**config.mk**
```make
export PLATFORM = sky130hd
export DESIGN_NAME = vga_scan_timing
export DESIGN_NICKNAME = d
export VERILOG_FILES = /design/src/rtl/vga_scan_timing.sv
export SDC_FILE = /design/constraint.sdc
export NUM_CORES = 1
export LEC_CHECK = 0
export CORE_ASPECT_RATIO = 1.4
export CORE_MARGIN = 4
export CORE_UTILIZATION = 56
export DETAILED_ROUTE_END_ITERATION = 8
export GPL_ROUTABILITY_DRIVEN = 0
export PLACE_DENSITY = 0.75
export SLEW_MARGIN = 0
export SYNTH_ARGS = -nofsm -noshare
export SYNTH_HDL_FRONTEND = slang
export SYNTH_SLANG_ARGS = --single-unit
```
**constraint.sdc**
```tcl
create_clock -name clk -period 3.6 [get_ports clk]
set_input_delay 0.54 -clock clk [delete_from_list [all_inputs] [get_ports clk]]
set_output_delay 0.54 -clock clk [all_outputs]
set_load 0.02 [all_outputs]
```
**src/rtl/vga_scan_timing.sv**
```systemverilog
// vga_scan_timing: raster timing generator (x, y, DE, syncs) plus the frame-buffer
// read address stage for a 2x-upscaled QVGA buffer. The address is issued one
// pixel period ahead of the matching timing outputs, which covers the RAM latency.
module vga_scan_timing #(
    parameter int CLK_DIV = 4,
    parameter int H_VIS   = 640,
    parameter int H_FP    = 16,
    parameter int H_SYNC  = 96,
    parameter int H_BP    = 48,
    parameter int V_VIS   = 480,
    parameter int V_FP    = 10,
    parameter int V_SYNC  = 2,
    parameter int V_BP    = 33,
    parameter int FB_W    = 320
) (
    input  logic        clk,
    input  logic        reset,
    output logic        pixel_tick,
    output logic        h_sync,
    output logic        v_sync,
    output logic        DE,
    output logic [9:0]  x,
    output logic [9:0]  y,
    output logic        frame_start,
    output logic [16:0] rd_addr,
    output logic        rd_en
);

    localparam int H_TOT = H_VIS + H_FP + H_SYNC + H_BP;
    localparam int V_TOT = V_VIS + V_FP + V_SYNC + V_BP;

    localparam logic [3:0]  DIV_LAST = 4'(CLK_DIV - 1);
    localparam logic [9:0]  H_LAST   = 10'(H_TOT - 1);
    localparam logic [9:0]  V_LAST   = 10'(V_TOT - 1);
    localparam logic [9:0]  H_VIS_C  = 10'(H_VIS);
    localparam logic [9:0]  V_VIS_C  = 10'(V_VIS);
    localparam logic [9:0]  HS_BEG   = 10'(H_VIS + H_FP);
    localparam logic [9:0]  HS_END   = 10'(H_VIS + H_FP + H_SYNC);
    localparam logic [9:0]  VS_BEG   = 10'(V_VIS + V_FP);
    localparam logic [9:0]  VS_END   = 10'(V_VIS + V_FP + V_SYNC);
    localparam logic [16:0] FB_W_C   = 17'(FB_W);

    logic [3:0]  div_cnt_q, div_cnt_d;
    logic        tick_q, tick_d;
    logic [9:0]  h_cnt_q, h_cnt_d;
    logic [9:0]  v_cnt_q, v_cnt_d;

    logic        rd_en_q, rd_en_d;
    logic [16:0] rd_addr_q, rd_addr_d;
    logic [9:0]  p_h_q, p_h_d;
    logic [9:0]  p_v_q, p_v_d;
    logic        p_valid_q, p_valid_d;

    logic        de_q, de_d;
    logic        hs_q, hs_d;
    logic        vs_q, vs_d;
    logic        fs_q, fs_d;
    logic [9:0]  x_q, x_d;
    logic [9:0]  y_q, y_d;

    logic        visible0;
    logic        visible1;
    logic [16:0] v_half;
    logic [16:0] h_half;
    logic [16:0] row_base;
    logic [16:0] addr_next;

    assign v_half    = {8'd0, v_cnt_q[9:1]};
    assign h_half    = {8'd0, h_cnt_q[9:1]};
    assign addr_next = row_base + h_half;

    // Row base address; the 320-wide buffer uses a shift-add instead of a multiplier.
    generate
        if (FB_W == 320) begin : g_shift_add
            assign row_base = (v_half << 8) + (v_half << 6);
        end else begin : g_mult
            assign row_base = v_half * FB_W_C;
        end
    endgenerate

    // Pixel-rate divider; the strobe is registered so it is high while div_cnt is at its last count.
    always_comb begin
        div_cnt_d = (div_cnt_q == DIV_LAST) ? 4'd0 : div_cnt_q + 4'd1;
        tick_d    = (div_cnt_d == DIV_LAST);
    end

    // Raster counters advance once per pixel; h and v wrapping together land directly on (0,0).
    always_comb begin
        h_cnt_d = h_cnt_q;
        v_cnt_d = v_cnt_q;
        if (tick_q) begin
            if (h_cnt_q == H_LAST) begin
                h_cnt_d = 10'd0;
                v_cnt_d = (v_cnt_q == V_LAST) ? 10'd0 : v_cnt_q + 10'd1;
            end else begin
                h_cnt_d = h_cnt_q + 10'd1;
            end
        end
    end

    // Stage 0: read address for the current raster position, plus a copy of that position for stage 1.
    always_comb begin
        visible0  = (h_cnt_q < H_VIS_C) && (v_cnt_q < V_VIS_C);
        rd_en_d   = tick_q && visible0;
        rd_addr_d = rd_addr_q;
        p_h_d     = p_h_q;
        p_v_d     = p_v_q;
        p_valid_d = p_valid_q;
        if (tick_q) begin
            p_h_d     = h_cnt_q;
            p_v_d     = v_cnt_q;
            p_valid_d = 1'b1;
            if (visible0) begin
                rd_addr_d = addr_next;
            end
        end
    end

    // Stage 1: decode syncs/DE/x/y from the position stage 0 addressed one pixel earlier.
    always_comb begin
        visible1 = (p_h_q < H_VIS_C) && (p_v_q < V_VIS_C);
        de_d     = de_q;
        hs_d     = hs_q;
        vs_d     = vs_q;
        x_d      = x_q;
        y_d      = y_q;
        fs_d     = 1'b0;
        if (tick_q && p_valid_q) begin
            de_d = visible1;
            hs_d = !((p_h_q >= HS_BEG) && (p_h_q < HS_END));
            vs_d = !((p_v_q >= VS_BEG) && (p_v_q < VS_END));
            fs_d = (p_h_q == 10'd0) && (p_v_q == 10'd0);
            if (visible1) begin
                x_d = p_h_q;
                y_d = p_v_q;
            end
        end
    end

    // Divider and raster counter state.
    always_ff @(posedge clk or posedge reset) begin
        if (reset) begin
            div_cnt_q <= 4'd0;
            tick_q    <= 1'b0;
            h_cnt_q   <= 10'd0;
            v_cnt_q   <= 10'd0;
        end else begin
            div_cnt_q <= div_cnt_d;
            tick_q    <= tick_d;
            h_cnt_q   <= h_cnt_d;
            v_cnt_q   <= v_cnt_d;
        end
    end

    // Stage 0 registers.
    always_ff @(posedge clk or posedge reset) begin
        if (reset) begin
            rd_en_q   <= 1'b0;
            rd_addr_q <= 17'd0;
            p_h_q     <= 10'd0;
            p_v_q     <= 10'd0;
            p_valid_q <= 1'b0;
        end else begin
            rd_en_q   <= rd_en_d;
            rd_addr_q <= rd_addr_d;
            p_h_q     <= p_h_d;
            p_v_q     <= p_v_d;
            p_valid_q <= p_valid_d;
        end
    end

    // Stage 1 registers.
    always_ff @(posedge clk or posedge reset) begin
        if (reset) begin
            de_q <= 1'b0;
            hs_q <= 1'b1;
            vs_q <= 1'b1;
            fs_q <= 1'b0;
            x_q  <= 10'd0;
            y_q  <= 10'd0;
        end else begin
            de_q <= de_d;
            hs_q <= hs_d;
            vs_q <= vs_d;
            fs_q <= fs_d;
            x_q  <= x_d;
            y_q  <= y_d;
        end
    end

    assign pixel_tick  = tick_q;
    assign rd_en       = rd_en_q;
    assign rd_addr     = rd_addr_q;
    assign DE          = de_q;
    assign h_sync      = hs_q;
    assign v_sync      = vs_q;
    assign frame_start = fs_q;
    assign x           = x_q;
    assign y           = y_q;

endmodule
```
# Word-level counts from Yosys, hierarchy flattened
# Cells that the tools add are included.
totals:
  elab_cells: 50
  ff_bits: 88
op_classes:
  n_mux: 4
  n_reduce_logical: 14
  add_sub_neg: 5
  n_eq_ne: 4
  order_cmp: 8
ops:
  columns: ["cell", "count"]
  rows:
  - ["$lt A10 B10 Y1 const B", 3]
  - ["$lt A10 B9 Y1 const B", 3]
  - ["$add A10 B1 Y10 const B", 2]
  - ["$eq A10 B10 Y1 const B", 2]
  - ["$logic_not A10 Y1", 2]
  - ["$mux W10", 2]
  - ["$add A17 B15 Y17", 1]
  - ["$add A17 B9 Y17", 1]
  - ["$ge A10 B10 Y1 const B", 1]
  - ["$ge A10 B9 Y1 const B", 1]
  - ["$eq A4 B2 Y1 const B", 2]
  - ["$logic_and A1 B1 Y1", 7]
  - ["$reduce_and A2 Y1", 3]
  - ["$add A4 B1 Y4 const B", 1]
  - ["$mux W4", 1]
  - ["$logic_not A1 Y1", 2]
  - ["$mux W1", 1]

# Depth between registers and ports, before layout
logic_depth:
  depth_word: 3
  mapped_depth: 7

# Worst setup path before layout
# Ideal clock, no wire load.
synth_path:
  kind: "reg-to-reg"
  start: "register v_cnt_q[1]"
  end: "register rd_addr_q[15] (netlist: rd_addr[15])"
  stages_incl_launch_ff: 7
  setup_slack_ns: 1.159
  setup_time_ns: 0.124
  required_ns: 3.476
  period_less_slack_ns: 2.441
  t_arrival_ns: 2.317
  path_cell_list: "dfrtp_1 fa_1 fa_1 a211oi_1 o211ai_1 and4_1 a211o_1"
synth_via:
  elab_chain_cells: 3
  word_cells_on_any_way: 5
  cone_classes: "add/sub (2); order compare (1); reduce/logical (2)"
synth_lines:
  columns: ["element", "line", "rtl"]
  rows:
  - ["from (decl)", "46", "logic [9:0] v_cnt_q, v_cnt_d;"]
  - ["from (signal assigned)", "151", "v_cnt_q <= v_cnt_d;"]
  - ["parallel branches: the longest is 3 deep, another holds $add A17 B15 Y17", null, null]
  - ["to (signal assigned)", "165", "rd_addr_q <= rd_addr_d;"]
  - ["to (decl)", "49", "logic [16:0] rd_addr_q, rd_addr_d;"]
# Several ways; the timed one is not identified.
# A chain may end at the register's enable or synchronous reset.

# Final worst setup path
layout_path:
  start: "register h_cnt_q[9]"
  end: "register rd_addr_q[15] (netlist: rd_addr[15])"
layout_via:
  elab_chain_cells: 3
  word_cells_on_any_way: 4
  cone_classes: "add/sub (1); order compare (1); reduce/logical (2)"
layout_lines:
  columns: ["element", "line", "rtl"]
  rows:
  - ["from (decl)", "45", "logic [9:0] h_cnt_q, h_cnt_d;"]
  - ["from (signal assigned)", "150", "h_cnt_q <= h_cnt_d;"]
  - ["$lt A10 B10 Y1", "103", "visible0 = (h_cnt_q < H_VIS_C) && (v_cnt_q < V_VIS_C);"]
  - ["$logic_and A1 B1 Y1", "103", null]
  - ["$reduce_and A2 Y1 (no line)", null, null]
# Several ways; a longest one is shown, not always the timed one.

==> out/metrics.cfg <==
[sta]
final.setup_skew_ns = 0.0135
hold_violations = 0
max-slew-margin-rel_pct = 38.4
min_period_ns = 2.67
slew_violations = 0
finalSetupTns_ns = 0
rsz0062_at_grt = false
max_freq_ghz = 0.375
finalSetupViolations = 0
period_share_pct = 74.0
tightestPinTransition_ns = 0.922

[final_layout]
fillers = 556
multi_input_area_mm2 = 0.00181
instances_no_fill = 512
syn2layout_area_growth_pct = 17.8
drive_above_1_share_pct = 15.1
seq_area_mm2 = 0.00220
nNetsFinal = 438
antennaDiodeCount = 0

[min_path]
holdPathEnd = div_cnt_q[0]$_DFF_PP0_
worst_hold_path_type = reg2reg
hold_start = div_cnt_q[0]$_DFF_PP0_
min_path_cells = 1

[setup_path]
cp_data_arrival_time_ns = 2.93
cpMostUsedCell = fa_1
cp_cell_sequence = fa_1, fa_1, a211oi_1, o211ai_1, and4_1, a211o_1
crit_path_max_incr_delay_ns = 0.56
critPathSlowestCell = fa_1
crit_path_end_kind = flop
start_kind = flop
required_ns = 3.86
reg2reg_slack_ns = 0.93
path_class = reg2reg
r2r_cells = 6
regToRegStartpoint = h_cnt_q[9]$_DFFE_PP0P_
crit_fanout = 5
worstReg2RegEnd = rd_addr[15]$_DFFE_PP0P_

[floorplan]
io_pins = 45
row_count = 36
die-area_mm2 = 0.00882
die_y_um = 110
start_util_pct = 58.3
coreArea_mm2 = 0.00707
die_x_um = 80.5

[clocking]
cts_setup_buffers = 0
clk_latency_ns = 0.36
cts.htree.levels = 3
cts_resized = 0
cts_root_buf = clkbuf_8
cts_made_buffers = 9
hold_buffers = 0
path_clk_slew_ns = 0.10
cts.sinks = 88
cts_tree = yes
clock_path_buffers = 2

[drt]
post_drt_wl_per_cell_um = 15.7
totalWireLength_um = 8060
routed_via_density = 5.60
drc = 0
ant_nets = 0
vias = 2868
drtIter0Drc = 155
firstDrtPassIters = 4

[global_routing]
grt_pass1_wl_um = 14000
first_global_vias = 3010
globalRouteTotalUtil_pct = 20.7
antenna_found_initial = 0
grt-ovfl-total = 0
grt_max_degree = 49

[synthesis]
yosysMostFrequentCell = dfrtp_1
ys_seq_elements = 88
yosysTopAreaCell = dfrtp_1
synthArstFlopShare_pct = 100
synth-edff-count = 0
synth_top_cells_by_area = dfrtp_1 52%, mux2_2 11%, ha_1 6.7%, nand2_1 4.6%, xnor2_1 2.5%
yosysSeqAreaShare_pct = 53.5
synth.top_cell.area_share_pct = 52.2
yosys.cell_types.count = 41
ys.warnings.count = 0
syn-cell-area_mm2 = 0.00412
syn_nets = 390
synth_ff_type = dfrtp_1
syn_area_per_cell_um2 = 11.3
ys_top_cells_by_count = 86 x dfrtp_1, 51 x nand2_1, 39 x mux2_2
netlist_instances = 364

[place]
dpl.hpwl_um = 5780
dpl.cell_count = 496
io_buffers = 44

[pwr]
power_leakage_nw = 2.31
pwr_density_cell_mw_per_mm2 = 346
peakVddDrop_v = 0.000300

[outcome]
outcome = completed

[flow_run]
drv_cap = 0

==> state kept, by name, summed over array words and instances (netlist names) <==
name	cells
y	10
rd_addr	17
rd_en	1
p_valid_q	1
v_sync	1
h_sync	1
p_h_q	10
DE	1
v_cnt_q	10
x	10
pixel_tick	1
p_v_q	10
frame_start	1
h_cnt_q	10
div_cnt_q	4
==> power by group <==
group,switching (mW),total [mW],internal [mW]
Sequential,0,0.988,0.988
Clock,0.398,0.670,0.272
Combinational,0.0184,0.0209,0.00250
==> kinds of logic (layout without fill, tap and decap cells) <==
logic type               count (synthesis)  after routing  share of synthesized area, %
AO/OA/AOI/OAI                           50             50                          7.80
adder cells (fa/ha/maj)                 24             24                          7.65
multiplexers                            39             39                          10.7
flip-flops                              88             88                          53.5
XOR/XNOR                                15             15                          3.19
buffers and inverters                   25             78                          2.52
AND/OR/NAND/NOR                        123            123                          14.7
==> cells in the final DEF, fill, tap and decap left out, types with 5 or more instances in the layout <==
cell | synthesis | layout
dfrtp_1 | 86 | 86
nand2_1 | 51 | 51
clkdlybuf4s50_1 | 0 | 44
mux2_2 | 39 | 39
ha_1 | 22 | 22
o21ai_0 | 16 | 16
nand3_1 | 15 | 15
inv_1 | 15 | 14
nor2_1 | 13 | 13
xnor2_1 | 12 | 12
a21oi_1 | 9 | 9
clkbuf_8 | 0 | 9
nor3_1 | 7 | 7
nor4_1 | 6 | 6
o21a_1 | 5 | 5
a211oi_1 | 5 | 5
nand4_1 | 5 | 5
==> metal layers <==
metal	vias up	share of wire, %	wire length [um]	track usage (%)
met5	-	0	0	0
met3	22	3.1	252	3.28
li1	1377	-	-	-
met4	0	3.1	248	10.9
met2	66	49	3920	33.2
met1	1403	45	3640	27.1
==> worst max path at each step <==
| stage | end | slack, ns | from | cells after the start |
|---|---|---|---|---|
| global route | rd_addr[15]$_DFFE_PP0P_ | 0.88 | v_cnt_q[1]$_DFFE_PP0P_ | 6 |
| CTS | rd_addr[15]$_DFFE_PP0P_ | 0.99 | h_cnt_q[9]$_DFFE_PP0P_ | 6 |
| detailed placement | rd_addr[15]$_DFFE_PP0P_ | 1.01 | h_cnt_q[9]$_DFFE_PP0P_ | 6 |
| floorplan | DE$_DFFE_PP0P_ | 0.78 | reset | 1 |
| global placement | rd_addr[15]$_DFFE_PP0P_ | 1.06 | v_cnt_q[1]$_DFFE_PP0P_ | 6 |
| finish | rd_addr[15]$_DFFE_PP0P_ | 0.93 | h_cnt_q[9]$_DFFE_PP0P_ | 6 |
==> metrics by stage <==
stage | power (mW) | area (um2) | worst slack, ns | hold slack [ns] | utilization [%]
2_1_floorplan | 1.02 | 4120 | 0.785 | 0.437 | -
3_3_place_gp | 1.03 | 4660 | 1.06 | 0.460 | 65.9
3_5_place_dp | 1.03 | 4660 | 1.01 | 0.465 | 65.9
4_1_cts | 1.70 | 4860 | 0.994 | 0.484 | 68.7
5_1_grt | 1.74 | 4860 | 0.881 | 0.502 | 68.7
6_report | 1.68 | 4860 | 0.934 | 0.477 | 68.7
==> critical path, delay by kind of cell, from the launching register on <==
family,cells,cell delay [ns]
simple gates,1,0.22
flops,1,0.46
fa+ha+maj,2,1.05
compound gates,3,0.83
==> layout make-up <==
| cell class | instances | area share, % |
|---|---|---|
| tap | 95 | 2.45 |
| clock buffer | 9 | 2.55 |
| timing repair buffer | 47 | 9.53 |
| inverter | 15 | 1.19 |
| clock inverter | 7 | 1.52 |
| multi-input combinational | 251 | 37.4 |
| sequential | 88 | 45.4 |
(Power assumes the default switching activity.)
